==> src/rtl/rca_seq_adder_if.sv <==
// Handshake and data bundle for rca_seq_adder.
// The optional ovf flag exists only when RCA_SEQ_OVF_EN is defined.
interface rca_seq_adder_if #(
  parameter int WIDTH = 16
);
  logic             start;
  logic [WIDTH-1:0] a;
  logic [WIDTH-1:0] b;
  logic             ci;
  logic             busy;
  logic             done;
  logic [WIDTH-1:0] s;
  logic             co;
`ifdef RCA_SEQ_OVF_EN
  logic             ovf;

  modport master (output start, a, b, ci, input busy, done, s, co, ovf);
  modport slave  (input start, a, b, ci, output busy, done, s, co, ovf);
`else
  modport master (output start, a, b, ci, input busy, done, s, co);
  modport slave  (input start, a, b, ci, output busy, done, s, co);
`endif
endinterface

==> src/rtl/rca_seq_adder.sv <==
// Multi-cycle WIDTH-bit adder that steps one shared 4-bit ripple-carry adder LSB->MSB.
// Optional macro RCA_SEQ_OVF_EN adds a registered two's-complement overflow flag (bus.ovf).
module rca_seq_adder_rca4 (
  input  logic [3:0] a_i,
  input  logic [3:0] b_i,
  input  logic       ci_i,
  output logic [3:0] s_o,
  output logic       co_o
);
  logic c;
  always_comb begin
    c = ci_i;
    s_o = '0;
    for (int i = 0; i < 4; i++) begin
      s_o[i] = a_i[i] ^ b_i[i] ^ c;
      c      = (a_i[i] & b_i[i]) | (c & (a_i[i] ^ b_i[i]));
    end
    co_o = c;
  end
endmodule

module rca_seq_adder #(
  parameter int WIDTH = 16
) (
  input  logic           clk,
  input  logic           reset,
  rca_seq_adder_if.slave bus
);
  localparam int NIB   = WIDTH / 4;
  localparam int IDX_W = $clog2(NIB);

  typedef enum logic [1:0] {IDLE, RUN, DONE} state_t;

  state_t           state_q;
  logic [IDX_W-1:0] idx_q;
  logic             carry_q;
  logic [WIDTH-1:0] a_l_q;
  logic [WIDTH-1:0] b_l_q;
  logic [WIDTH-1:0] s_q;
  logic             co_q;
  logic             busy_q;
  logic             done_q;

  // Bit offset of the active nibble.
  logic [IDX_W+1:0] base;
  logic [3:0]       rca_s;
  logic             rca_co;

  assign base = {idx_q, 2'b00};

  rca_seq_adder_rca4 u_rca (
    .a_i  (a_l_q[base +: 4]),
    .b_i  (b_l_q[base +: 4]),
    .ci_i (carry_q),
    .s_o  (rca_s),
    .co_o (rca_co)
  );

`ifdef RCA_SEQ_OVF_EN
  logic ovf_q;
  assign bus.ovf = ovf_q;
`endif

  always_ff @(posedge clk) begin
    if (reset) begin
      state_q <= IDLE;
      idx_q   <= '0;
      carry_q <= 1'b0;
      a_l_q   <= '0;
      b_l_q   <= '0;
      s_q     <= '0;
      co_q    <= 1'b0;
      busy_q  <= 1'b0;
      done_q  <= 1'b0;
`ifdef RCA_SEQ_OVF_EN
      ovf_q   <= 1'b0;
`endif
    end else begin
      case (state_q)
        IDLE: begin
          done_q <= 1'b0;
          if (bus.start) begin
            a_l_q   <= bus.a;
            b_l_q   <= bus.b;
            carry_q <= bus.ci;
            idx_q   <= '0;
            s_q     <= '0;
            co_q    <= 1'b0;
            busy_q  <= 1'b1;
            state_q <= RUN;
`ifdef RCA_SEQ_OVF_EN
            ovf_q   <= 1'b0;
`endif
          end
        end
        RUN: begin
          s_q[base +: 4] <= rca_s;
          carry_q        <= rca_co;
          idx_q          <= idx_q + 1'b1;
          if (idx_q == IDX_W'(NIB - 1)) begin
            co_q    <= rca_co;
            done_q  <= 1'b1;
            state_q <= DONE;
`ifdef RCA_SEQ_OVF_EN
            // Sign of the fresh MSB nibble result decides overflow; ci is not considered.
            ovf_q   <= (a_l_q[WIDTH-1] == b_l_q[WIDTH-1]) && (rca_s[3] != a_l_q[WIDTH-1]);
`endif
          end
        end
        DONE: begin
          done_q  <= 1'b0;
          busy_q  <= 1'b0;
          state_q <= IDLE;
        end
        default: state_q <= IDLE;
      endcase
    end
  end

  assign bus.busy = busy_q;
  assign bus.done = done_q;
  assign bus.s    = s_q;
  assign bus.co   = co_q;
endmodule

==> src/flat_wrapper.sv <==
// flat-port wrapper written by rule: the top's interface ports become plain ports
module rca_seq_adder_flat 
#(
  parameter int WIDTH = 16
)
  (clk, reset, bus_start, bus_a, bus_b, bus_ci, bus_busy, bus_done, bus_s, bus_co);
  rca_seq_adder_if #(.WIDTH(WIDTH)) bus_i ();
  input  logic clk;
  input  logic reset;
  input wire logic [$bits(bus_i.start)-1:0] bus_start;
  input wire logic [$bits(bus_i.a)-1:0] bus_a;
  input wire logic [$bits(bus_i.b)-1:0] bus_b;
  input wire logic [$bits(bus_i.ci)-1:0] bus_ci;
  output wire logic [$bits(bus_i.busy)-1:0] bus_busy;
  output wire logic [$bits(bus_i.done)-1:0] bus_done;
  output wire logic [$bits(bus_i.s)-1:0] bus_s;
  output wire logic [$bits(bus_i.co)-1:0] bus_co;
  assign bus_i.start = bus_start;
  assign bus_i.a = bus_a;
  assign bus_i.b = bus_b;
  assign bus_i.ci = bus_ci;
  assign bus_busy = bus_i.busy;
  assign bus_done = bus_i.done;
  assign bus_s = bus_i.s;
  assign bus_co = bus_i.co;
  rca_seq_adder #(.WIDTH(WIDTH)) u_core (.clk(clk), .reset(reset), .bus(bus_i));
endmodule
==> config.mk <==
export PLATFORM = sky130hd
export DESIGN_NAME = rca_seq_adder_flat
export DESIGN_NICKNAME = d
export VERILOG_FILES = /design/src/rtl/rca_seq_adder_if.sv /design/src/rtl/rca_seq_adder.sv /design/src/flat_wrapper.sv
export SDC_FILE = /design/constraint.sdc
export NUM_CORES = 1
export LEC_CHECK = 0
export BUFFER_PORTS_ARGS = -buffer_cell sky130_fd_sc_hd__buf_4
export CORE_UTILIZATION = 45
export CTS_BUF_LIST = sky130_fd_sc_hd__clkbuf_16
export CTS_CLUSTER_SIZE = 28
export DETAILED_ROUTE_END_ITERATION = 10
export GPL_TIMING_DRIVEN = 0
export PLACE_DENSITY = 0.65
export RECOVER_POWER = 100
export SYNTH_ARGS = -nofsm -noshare
export SYNTH_HDL_FRONTEND = slang
export SYNTH_SLANG_ARGS = --single-unit
==> constraint.sdc <==
create_clock -name clk -period 3.5 [get_ports clk]
set_clock_uncertainty 0.2 [all_clocks]
set_input_delay 0.7 -clock clk [delete_from_list [all_inputs] [get_ports clk]]
set_output_delay 0.7 -clock clk [all_outputs]
set_load 0.02 [all_outputs]
Word level (Yosys, flattened, before mapping)

Cells that the tools add are included.

Bits in registers: 56
Bits in latches: 0
Bits in writable memories: 0
Bits in read-only memories: 0
Input port bits: 36
Word-level logic and storage cells: 68
Memories kept: 0

Add/sub/neg operators: 2
Multiply operators: 0
Div/mod/pow operators: 0
$lt $le $gt $ge: 0
Equality and inequality tests: 5
Shifts and indexed selects: 4
Mux-type cells: 17
Bitwise logic cells: 20
Reduce and logical (&&, ||, !) cells: 11

Operator list:

| cell                                                                     | count |
|---|---|
| 16-bit case mux with 2 select lines                                      | 1 |
| 16-bit by 5-bit variable part select with 4-bit output                   | 2 |
| 16-bit bitwise mux                                                       | 1 |
| 16-bit two-way mux                                                       | 1 |
| 4-bit by 6-bit variable shift with 16-bit output (first input constant)  | 1 |
| 4-bit by 6-bit variable part select with 16-bit output                   | 1 |
| 2-bit AND reduction                                                      | 5 |
| 1-bit AND                                                                | 8 |
| 1-bit case mux with 2 select lines                                       | 4 |
| 2-bit case mux with 2 select lines                                       | 2 |
| 1-bit XOR                                                                | 8 |
| 2-bit two-way mux                                                        | 3 |
| 4-bit negator with 6-bit output                                          | 1 |
| 2-bit nonzero test                                                       | 3 |
| 1-bit two-way mux                                                        | 5 |
| 2-bit equality test (second input constant)                              | 2 |
| 1-bit bitwise OR                                                         | 4 |
| 3-bit AND reduction                                                      | 1 |
| 2-bit by 1-bit adder with 2-bit output (second input constant)           | 1 |
| 2-bit by 1-bit equality test with 1-bit output (second input constant)   | 1 |
| 2-bit logical NOT                                                        | 1 |
| 2-bit by 1-bit inequality test with 1-bit output (second input constant) | 1 |
| 2-bit inequality test (second input constant)                            | 1 |
| 2-bit OR reduction                                                       | 1 |

Logic depth before layout (Yosys ltp)

Gate-level depths: netlist of run 1.

Depth after elaboration: 12
Depth in mapped cells: 12
Gate-level depth less buffers: 11

By module

Synthesis of run 1 repeated with hierarchy kept, for this count alone.

Cells, all modules: 258
Area total of the unflattened synthesis: 2,432.3 µm²

Modules (own cells, without submodules):

| module             | times used | cells an instance | area an instance (µm²) |
|---|---|---|---|
| rca_seq_adder      | 1          | 244               | 2,314.7 |
| rca_seq_adder_rca4 | 1          | 14                | 117.6 |

Least setup slack after synthesis of run 1

No wires, ideal clock.

Path kind: reg-to-reg
From: register u_core.idx_q[0]
To: register u_core.s_q[11], in the netlist u_core.bus.s[11]
Setup time: 0.059 ns
Arrival: 2.852 ns
Slack: 0.389 ns
Cell stages (with the launch flop): 13
Path buffers: 1
Path through: dfxtp_1 -> buf_4 -> mux4_2 -> inv_1 -> fa_1 -> inv_1 -> fa_1 -> inv_1 -> fa_1 -> inv_1 -> fa_1 -> nor2b_1 -> a22o_1

Cells in the longest elaborated chain, start to end: 12
Elaborated cells on any way between the ends: 24

RTL lines:

| element                                                                          | RTL line                                 | source |
|---|---|---|
| from (decl)                                                                      | rca_seq_adder.sv:35                      | `logic [IDX_W-1:0] idx_q;` |
| from (signal assigned)                                                           | rca_seq_adder.sv:99                      | `idx_q <= idx_q + 1'b1;` |
| 16-bit by 5-bit variable part select with 4-bit output, on equally long branches | rca_seq_adder.sv:52, rca_seq_adder.sv:53 |  |
| 1-bit XOR                                                                        | rca_seq_adder.sv:15, rca_seq_adder.sv:16 |  |
| 1-bit AND                                                                        | rca_seq_adder.sv:16                      | `c = (a_i[i] & b_i[i]) \| (c & (a_i[i] ^ b_i[i]));` |
| 1-bit bitwise OR                                                                 | rca_seq_adder.sv:16                      |  |
| 1-bit AND                                                                        | rca_seq_adder.sv:16                      |  |
| 1-bit bitwise OR                                                                 | rca_seq_adder.sv:16                      |  |
| 1-bit AND                                                                        | rca_seq_adder.sv:16                      |  |
| 1-bit bitwise OR                                                                 | rca_seq_adder.sv:16                      |  |
| 1-bit XOR                                                                        | rca_seq_adder.sv:15                      | `s_o[i] = a_i[i] ^ b_i[i] ^ c;` |
| 4-bit by 6-bit variable part select with 16-bit output                           | rca_seq_adder.sv:97                      | `s_q[base +: 4] <= rca_s;` |
| 16-bit bitwise mux *                                                             | rca_seq_adder.sv:97                      |  |
| 16-bit case mux with 2 select lines *                                            | rca_seq_adder.sv:79                      | `case (state_q)` |
| to (signal, indexed assignment)                                                  | rca_seq_adder.sv:97                      |  |
| to (decl)                                                                        | rca_seq_adder.sv:39                      | `logic [WIDTH-1:0] s_q;` |

Every way passes the cells marked *; elsewhere a longest branch is shown, timed or not.
A chain may end at the register's enable or synchronous reset.

Worst setup path after layout of run 1

Same ends and word-level chain as after synthesis.

==> results of run 1 <==
-- stage by stage --
step	utilization (%)	area, um^2
2_1_floorplan	-	2510
3_3_place_gp	57.3	3000
3_5_place_dp	57.3	3000
4_1_cts	60.0	3140
5_1_grt	58.7	3080
6_report	58.7	3080
-- placed cells by master, fill, tap and decap left out, types with 2 or more instances in the layout --
cell	n
sky130_fd_sc_hd__mux4_2	8
sky130_fd_sc_hd__nor2b_1	3
sky130_fd_sc_hd__and4_1	2
sky130_fd_sc_hd__buf_6	4
sky130_fd_sc_hd__nor2_1	6
sky130_fd_sc_hd__ha_1	4
sky130_fd_sc_hd__and3b_1	2
sky130_fd_sc_hd__nand2_1	55
sky130_fd_sc_hd__nand2_2	10
sky130_fd_sc_hd__mux2_2	2
sky130_fd_sc_hd__dfxtp_1	55
sky130_fd_sc_hd__a221oi_1	2
sky130_fd_sc_hd__a21oi_1	26
sky130_fd_sc_hd__clkbuf_16	5
sky130_fd_sc_hd__clkbuf_1	25
sky130_fd_sc_hd__a21oi_2	11
sky130_fd_sc_hd__mux2_4	2
sky130_fd_sc_hd__buf_4	39
sky130_fd_sc_hd__inv_1	14
sky130_fd_sc_hd__fa_1	4
sky130_fd_sc_hd__a22o_1	16
-- routing by layer --
metal	GRT usage, %	up-vias	routed length, um
li1	-	989	-
met2	33.0	50	2510
met5	0	-	0
met1	27.1	903	2570
met4	4.62	0	27
met3	4.64	2	254
-- registers in the layout (all words and copies together) (netlist names) --
register / flops
u_core.carry_q: 1
u_core.bus.co: 1
u_core.b_l_q: 16
u_core.a_l_q: 16
u_core.bus.s: 16
u_core.bus.busy: 1
u_core.state_q: 2
u_core.bus.done: 1
u_core.idx_q: 2
-- power breakdown --
group,internal [mW],switching (mW),total (mW)
Sequential,0.666,0.0179,0.684
Combinational,0.0979,0.105,0.203
Clock,0.261,0.219,0.479
-- kinds of logic (layout without fill, tap and decap cells) --
| family | after synthesis | after routing | share of synthesized area, % |
|---|---|---|---|
| mux | 12 | 12 | 9.28 |
| simple gates | 89 | 89 | 17.5 |
| flops | 56 | 56 | 44.7 |
| compound gates | 60 | 60 | 16.8 |
| fa+ha+maj | 8 | 8 | 5.19 |
| buf+inv | 29 | 91 | 6.63 |
-- layout make-up --
class	count	area, um^2
buffer	16	121
clock buffer	5	125
clock inverter	3	15.0
fill	488	2160
inverter	13	48.8
multi-input combinational	169	1220
sequential	56	1120
tap	70	87.6
timing repair buffer	54	330
-- critical path, stage by stage (launching register included) --
cell and delay, ns:
sky130_fd_sc_hd__dfxtp_2 0.44, sky130_fd_sc_hd__buf_6 0.20, sky130_fd_sc_hd__mux4_2 0.53, sky130_fd_sc_hd__inv_1 0.09, sky130_fd_sc_hd__fa_1 0.16, sky130_fd_sc_hd__inv_1 0.05
sky130_fd_sc_hd__fa_1 0.36, sky130_fd_sc_hd__inv_1 0.08, sky130_fd_sc_hd__fa_1 0.15, sky130_fd_sc_hd__inv_1 0.05, sky130_fd_sc_hd__fa_1 0.44, sky130_fd_sc_hd__nor2b_4 0.16
sky130_fd_sc_hd__a22o_1 0.20
-- timing repair --
action | in CTS | in global routing
setup endpoints to repair | 4 | 5
cloned | 0 | 0
hold buffers | 0 | 0
pin swaps | 0 | 0
gates resized for setup | 1 | 5
-- how the worst max path moves through the flow --
stage	endpoint	slack, ns	cells after the start
4_1_cts	u_core.bus.s[7]	0.02	12
3_5_place_dp	u_core.bus.s[7]	-0.07	12
5_1_grt	u_core.carry_q	0.07	12
2_1_floorplan	u_core.bus.s[11]	0.39	12
6_report	u_core.bus.s[11]	0.28	12
3_3_place_gp	u_core.bus.s[11]	-0.05	12
==> out/qor.json, run 1 <==
{
  "sta": {
    "layout_min_cycle_time_ns": 3.22,
    "finalMaxSlewViolations": 0,
    "setup_viol": 0,
    "slew-limit-headroom_pct": 56.8,
    "max_freq_mhz": 311,
    "holdWs_ns": 0.254,
    "rsz0062_at_grt": "false",
    "setup_total_negative_slack_ns": 0,
    "tightest_slew_ns": 0.647,
    "report.final.hold_viol_count": 0,
    "final.period_utilization_pct": 91.9,
    "final_critical_path_setup_slack_ns": 0.284
  },
  "placed_design": {
    "place.gp.congestion": 0.742,
    "post-place-ws_ns": -0.0734,
    "detailedPlacementHpwl_um": 3850,
    "place.port_buffers": 54,
    "dp_cells": 378
  },
  "clock_tree": {
    "tritoncts_num_sinks": 56,
    "ctsRootBufferMaster": "sky130_fd_sc_hd__clkbuf_16",
    "cts.path.max_buffers": 2,
    "post-cts-setup-buffer-count": 0,
    "numCtsBuffers": 5,
    "path_clk_slew_ns": 0.07,
    "cts.htree.levels": 2,
    "clock_insertion_delay_worst_skew_ns": 0.29,
    "cts_tree": "done"
  },
  "run_status": {
    "outcome": "finished clean"
  },
  "yosys": {
    "synth_largest_type_area_fraction_pct": 44.7,
    "yosys_warning_total": 0,
    "synth_edf_count": 0,
    "post_synth_top_flop": "sky130_fd_sc_hd__dfxtp_1",
    "syn-num-nets": 298,
    "post-synth-top-count-cell": "sky130_fd_sc_hd__dfxtp_1",
    "yosys-top-cells-count": "sky130_fd_sc_hd__dfxtp_1, sky130_fd_sc_hd__nand2_1, sky130_fd_sc_hd__a21oi_1",
    "ys_top_cells_by_area": "sky130_fd_sc_hd__dfxtp_1, sky130_fd_sc_hd__nand2_1, sky130_fd_sc_hd__mux4_2, sky130_fd_sc_hd__a22o_1, sky130_fd_sc_hd__a21oi_1",
    "post_synthesis_async_set_or_reset_flop_share_pct": 0,
    "ys_seq_elements": 56,
    "synthesis.area_per_instance_um2": 9.88,
    "synth_area_um2": 2510,
    "ys_types": 38,
    "postSynthCellCount": 254,
    "synth-seq-area-share_pct": 44.7,
    "synth_top_cell_by_area": "sky130_fd_sc_hd__dfxtp_1"
  },
  "power": {
    "total_power_mw": 1.37,
    "worst_ir_drop_vdd_mv": 0.280,
    "cellPowerDensity_nw_per_um2": 444,
    "static-leakage-power_nw": 1.22
  },
  "min_path": {
    "holdPathStages": 2,
    "min_path_type": "flip-flop to flip-flop",
    "hold_start": "u_core.b_l_q[5]",
    "timing.hold.worst_endpoint": "u_core.b_l_q[5]"
  },
  "setup_path": {
    "worst-r2r-setup-slack_ns": 0.28,
    "worst-endpoint-arrival_ns": 3.20,
    "setup.worst_path.class": "flip-flop to flip-flop",
    "reg2reg_capture_point": "u_core.bus.s[11]",
    "setup.worst_path.end_class": "flip-flop",
    "critical_path.startpoint_type": "flip-flop",
    "cp_max_fo": 10,
    "reg2reg_from": "u_core.idx_q[0]",
    "rr_worst_depth": 12,
    "cp_data_required_time_ns": 3.48,
    "cp-startpoint": "u_core.idx_q[0]"
  },
  "floorplanning": {
    "die-area_um2": 5880,
    "die_width_um": 76.7,
    "floorplan.core_area_um2": 5240,
    "design.portCount": 55,
    "effective_utilization_at_floorplan_pct": 47.9,
    "floorplan.die.height_um": 76.7,
    "fp-row-count": 26
  },
  "global_routing": {
    "antenna_found_initial": 0,
    "global_route_wire_length_before_repair_um": 9340,
    "first_global_vias": 1914,
    "grt-ovfl-total": 0,
    "grt.total_usage_pct": 20.2,
    "grt_max_degree": 17
  },
  "finish": {
    "area_growth_from_synthesis_to_layout_pct": 22.6,
    "layout-drive-gt1-share_pct": 27.8,
    "diodes": 0,
    "final_cell_count_no_fill": 386,
    "final_net_count": 359
  },
  "route": {
    "post_route_antenna_net_violation_count": 0,
    "detailedRoute.firstPassIterationCount": 4,
    "detail_route.wl_per_cell_um": 13.9,
    "routed_wirelength_um": 5360,
    "viasPerCell": 5.04,
    "drc_violations_left": 0,
    "vias": 1944,
    "drt-initial-drc-count": 103
  },
  "run": {
    "drv.max_cap_violation_count": 0
  }
}
No activity file was read; power rests on OpenSTA's default activity.
==> run 2: changes to the inputs <==
--- a/config.mk
+++ b/config.mk
@@ -14,4 +14,5 @@
 export PLACE_DENSITY = 0.65
 export RECOVER_POWER = 100
+export REMOVE_ABC_BUFFERS = 1
 export SYNTH_ARGS = -nofsm -noshare
 export SYNTH_HDL_FRONTEND = slang
==> constraint.sdc (replaced) <==
create_clock -name clk -period 3.5 [get_ports clk]
set_clock_uncertainty 0.2 [all_clocks]
set_input_delay 0.35 -clock clk [delete_from_list [all_inputs] [get_ports clk]]
set_output_delay 0.35 -clock clk [all_outputs]
set_load 0.02 [all_outputs]
==> run 2 against run 1 <==
  * Largest power group unchanged
  * Global-route usage decreased by 1.4 points
  * Die area unchanged
  * Sequential power increased by 0.9%
  * Utilization decreased by 2.4 points
  * Largest cell class unchanged
  * Flip-flop and latch count unchanged
  * Highest routed layer unchanged
  * Via count decreased by 4.0%
  * Setup slack improved by 0.033 ns
  * Critical endpoint is now u_core.bus.s[7]
  * Clock power increased by 14%
==> out/qor.json, run 2 (same netlist as run 1, synthesis figures left out) <==
{
  "run_status": {
    "outcome": "finished clean"
  },
  "floorplanning": {
    "floorplan.die.height": {"value": 76.7, "unit": "um", "change": "unchanged"},
    "die_width": {"value": 76.7, "unit": "um", "change": "unchanged"},
    "die-area": {"value": 5880, "unit": "um^2", "change": "unchanged"},
    "floorplan.core_area": {"value": 5240, "unit": "um^2", "change": "unchanged"},
    "fp-row-count": {"value": 26, "change": "unchanged"},
    "effective_utilization_at_floorplan": {"value": 47.9, "unit": "%", "change": "unchanged"},
    "design.portCount": {"value": 55, "change": "unchanged"}
  },
  "sta": {
    "tightest_slew": {"value": 1.20, "unit": "ns", "change": "+0.551 ns"},
    "holdWs": {"value": 0.104, "unit": "ns", "change": "-0.151 ns"},
    "rsz0062_at_grt": "false",
    "slew-limit-headroom": {"value": 20.0, "unit": "%", "change": "-37 points"},
    "final_critical_path_setup_slack": {"value": 0.317, "unit": "ns", "change": "+0.0327 ns"},
    "layout_min_cycle_time": {"value": 3.18, "unit": "ns", "change": "-0.0327 ns"},
    "max_freq": {"value": 314, "unit": "MHz", "change": "+1.0%"},
    "report.final.hold_viol_count": {"value": 0, "change": "unchanged"},
    "setup_total_negative_slack": {"value": 0, "unit": "ns", "change": "unchanged"},
    "final.period_utilization": {"value": 90.9, "unit": "%", "change": "-0.93 points"},
    "finalMaxSlewViolations": {"value": 0, "change": "unchanged"},
    "setup_viol": {"value": 0, "change": "unchanged"}
  },
  "finish": {
    "final_core_util": {"value": 56.4, "unit": "%", "change": "-2.4 points"},
    "most-common-layout-cells": "sky130_fd_sc_hd__nand2_1, sky130_fd_sc_hd__dfxtp_1, sky130_fd_sc_hd__buf_4",
    "diodes": {"value": 0, "change": "unchanged"},
    "register_area": {"value": 1130, "unit": "um^2", "change": "+0.33%"},
    "final_net_count": {"value": 343, "change": "-4.5%"},
    "n_fill_cell": {"value": 515, "change": "+5.5%"},
    "area_occupied_by_multi_input_gates": {"value": 1190, "unit": "um^2", "change": "-2.7%"},
    "layout-drive-gt1-share": {"value": 23.7, "unit": "%", "change": "-4.2 points"},
    "mostFrequentLayoutCell": "sky130_fd_sc_hd__nand2_1",
    "final_cell_count_no_fill": {"value": 370, "change": "-4.1%"},
    "area_growth_from_synthesis_to_layout_pct": 17.7
  },
  "run": {
    "drv.max_cap_violation_count": {"value": 0, "change": "unchanged"}
  },
  "global_routing": {
    "global_route_wire_length_before_repair": {"value": 8710, "unit": "um", "change": "-6.8%"},
    "grt_max_degree": {"value": 49, "change": "+32"},
    "first_global_vias": {"value": 1872, "change": "-2.2%"},
    "grt.total_usage": {"value": 18.8, "unit": "%", "change": "-1.4 points"},
    "antenna_found_initial": {"value": 0, "change": "unchanged"},
    "grt-ovfl-total": {"value": 0, "change": "unchanged"}
  },
  "placed_design": {
    "post-place-ws": {"value": -0.297, "unit": "ns", "change": "-0.224 ns"},
    "place.port_buffers": {"value": 54, "change": "unchanged"},
    "detailedPlacementHpwl": {"value": 3430, "unit": "um", "change": "-11%"},
    "place.gp.congestion": {"value": 0.719, "change": "-3.2%"},
    "dp_cells": {"value": 362, "change": "-4.2%"}
  },
  "power": {
    "worst_ir_drop_vdd": {"value": 0.231, "unit": "mV", "change": "-18%"},
    "static-leakage-power": {"value": 1.17, "unit": "nW", "change": "-4.6%"},
    "cellPowerDensity": {"value": 477, "unit": "nW/um^2", "change": "+7.2%"}
  },
  "clock_tree": {
    "numCtsBuffers": {"value": 5, "change": "unchanged"},
    "ctsHoldBuffers": {"value": 0, "change": "unchanged"},
    "tritoncts_num_sinks": {"value": 56, "change": "unchanged"},
    "cts.htree.levels": {"value": 2, "change": "unchanged"},
    "clock_insertion_delay_worst_skew": {"value": 0.29, "unit": "ns", "change": "about the same"},
    "cts.path.max_buffers": {"value": 2, "change": "unchanged"},
    "path_clk_slew": {"value": 0.07, "unit": "ns", "change": "about the same"},
    "ctsRootBufferMaster": "sky130_fd_sc_hd__clkbuf_16",
    "cts_tree": "done"
  },
  "route": {
    "vias": {"value": 1867, "change": "-4.0%"},
    "drt-initial-drc-count": {"value": 98, "change": "-4.9%"},
    "viasPerCell": {"value": 5.05, "change": "+0.19%"},
    "post_route_antenna_net_violation_count": {"value": 0, "change": "unchanged"},
    "detail_route.wl_per_cell": {"value": 13.4, "unit": "um", "change": "-3.4%"},
    "detailedRoute.firstPassIterationCount": {"value": 4, "change": "unchanged"},
    "drc_violations_left": {"value": 0, "change": "unchanged"},
    "routed_wirelength": {"value": 4970, "unit": "um", "change": "-7.4%"}
  },
  "setup_path": {
    "cp_max_fo": {"value": 15, "change": "+5"},
    "setup.worst_path.end_class": "flip-flop",
    "worst-endpoint-arrival": {"value": 3.22, "unit": "ns", "change": "+0.02 ns"},
    "setup.worst_path.class": "flip-flop to flip-flop",
    "critical_path.startpoint_type": "flip-flop",
    "cp_data_required_time": {"value": 3.53, "unit": "ns", "change": "+0.05 ns"}
  },
  "min_path": {
    "min_path_type": "input port to flip-flop"
  }
}
run 2: cell count changes in the layout (fill, tap and decap cells not counted), moves of 2 or more:
cell / before / now
sky130_fd_sc_hd__a21oi_2: 11 / 5
sky130_fd_sc_hd__buf_6: 4 / 0
sky130_fd_sc_hd__buf_4: 39 / 35
sky130_fd_sc_hd__clkbuf_1: 25 / 19
sky130_fd_sc_hd__nand2_2: 10 / 8
sky130_fd_sc_hd__nand2_1: 55 / 57
sky130_fd_sc_hd__a21oi_1: 26 / 32
run 2: power breakdown:
group | internal, mW | leakage, nW | switching, mW
logic | 0.0812 | 0.631 | 0.0882
clock network | 0.333 | 0.0789 | 0.214
registers | 0.666 | 0.458 | 0.0242
run 2: critical path, stage by stage, from the launching register on:
cell                      delay (ns)
sky130_fd_sc_hd__dfxtp_4        0.50
sky130_fd_sc_hd__mux4_2         0.53
sky130_fd_sc_hd__inv_1          0.09
sky130_fd_sc_hd__fa_1           0.18
sky130_fd_sc_hd__inv_1          0.05
sky130_fd_sc_hd__fa_1           0.35
sky130_fd_sc_hd__inv_1          0.08
sky130_fd_sc_hd__fa_1           0.17
sky130_fd_sc_hd__inv_1          0.06
sky130_fd_sc_hd__fa_1           0.47
sky130_fd_sc_hd__nor2b_2        0.27
sky130_fd_sc_hd__a22o_1         0.17
run 2: per-layer routing:
| metal | vias up | GRT usage (%) | share of wire, % |
|---|---|---|---|
| met5 | - | 0 | 0 |
| met4 | 0 | 5.00 | 1.1 |
| met3 | 7 | 4.88 | 4.5 |
| met2 | 43 | 32.6 | 49 |
| met1 | 864 | 23.0 | 45 |
| li1 | 953 | - | - |
run 2: worst paths after layout:
path	start	to	slack (ns)	cells past startpoint
hold reg to reg	u_core.b_l_q[10]	u_core.b_l_q[10]	0.25	2
hold / removal	bus_a[3]	u_core.a_l_q[3]	0.10	3
setup reg to reg	u_core.idx_q[0]	u_core.bus.s[7]	0.32	11
setup / recovery	u_core.idx_q[0]	u_core.bus.s[7]	0.32	11
run 2: layout make-up:
class,count,share of cell area [%]
Clock inverter,3,1.27
Tap cell,70,2.97
Multi-Input combinational cell,169,40.4
Clock buffer,5,4.24
Inverter,13,1.65
Sequential cell,56,38.2
Timing Repair Buffer,54,11.3
run 2: timing repair:
| action | 4_1_cts | 5_1_grt |
|---|---|---|
| pin swaps | 0 | 0 |
| setup endpoints to repair | 5 | 4 |
| buffers inserted | 0 | 0 |
| gates resized for setup | 2 | 2 |
run 2: through the flow:
stage	cell area, um^2	total power, mW
finish	2950	1.41
global route	2950	1.48
CTS	3050	1.43
detailed placement	2880	0.883
global placement	2880	0.878
floorplan	2390	0.807
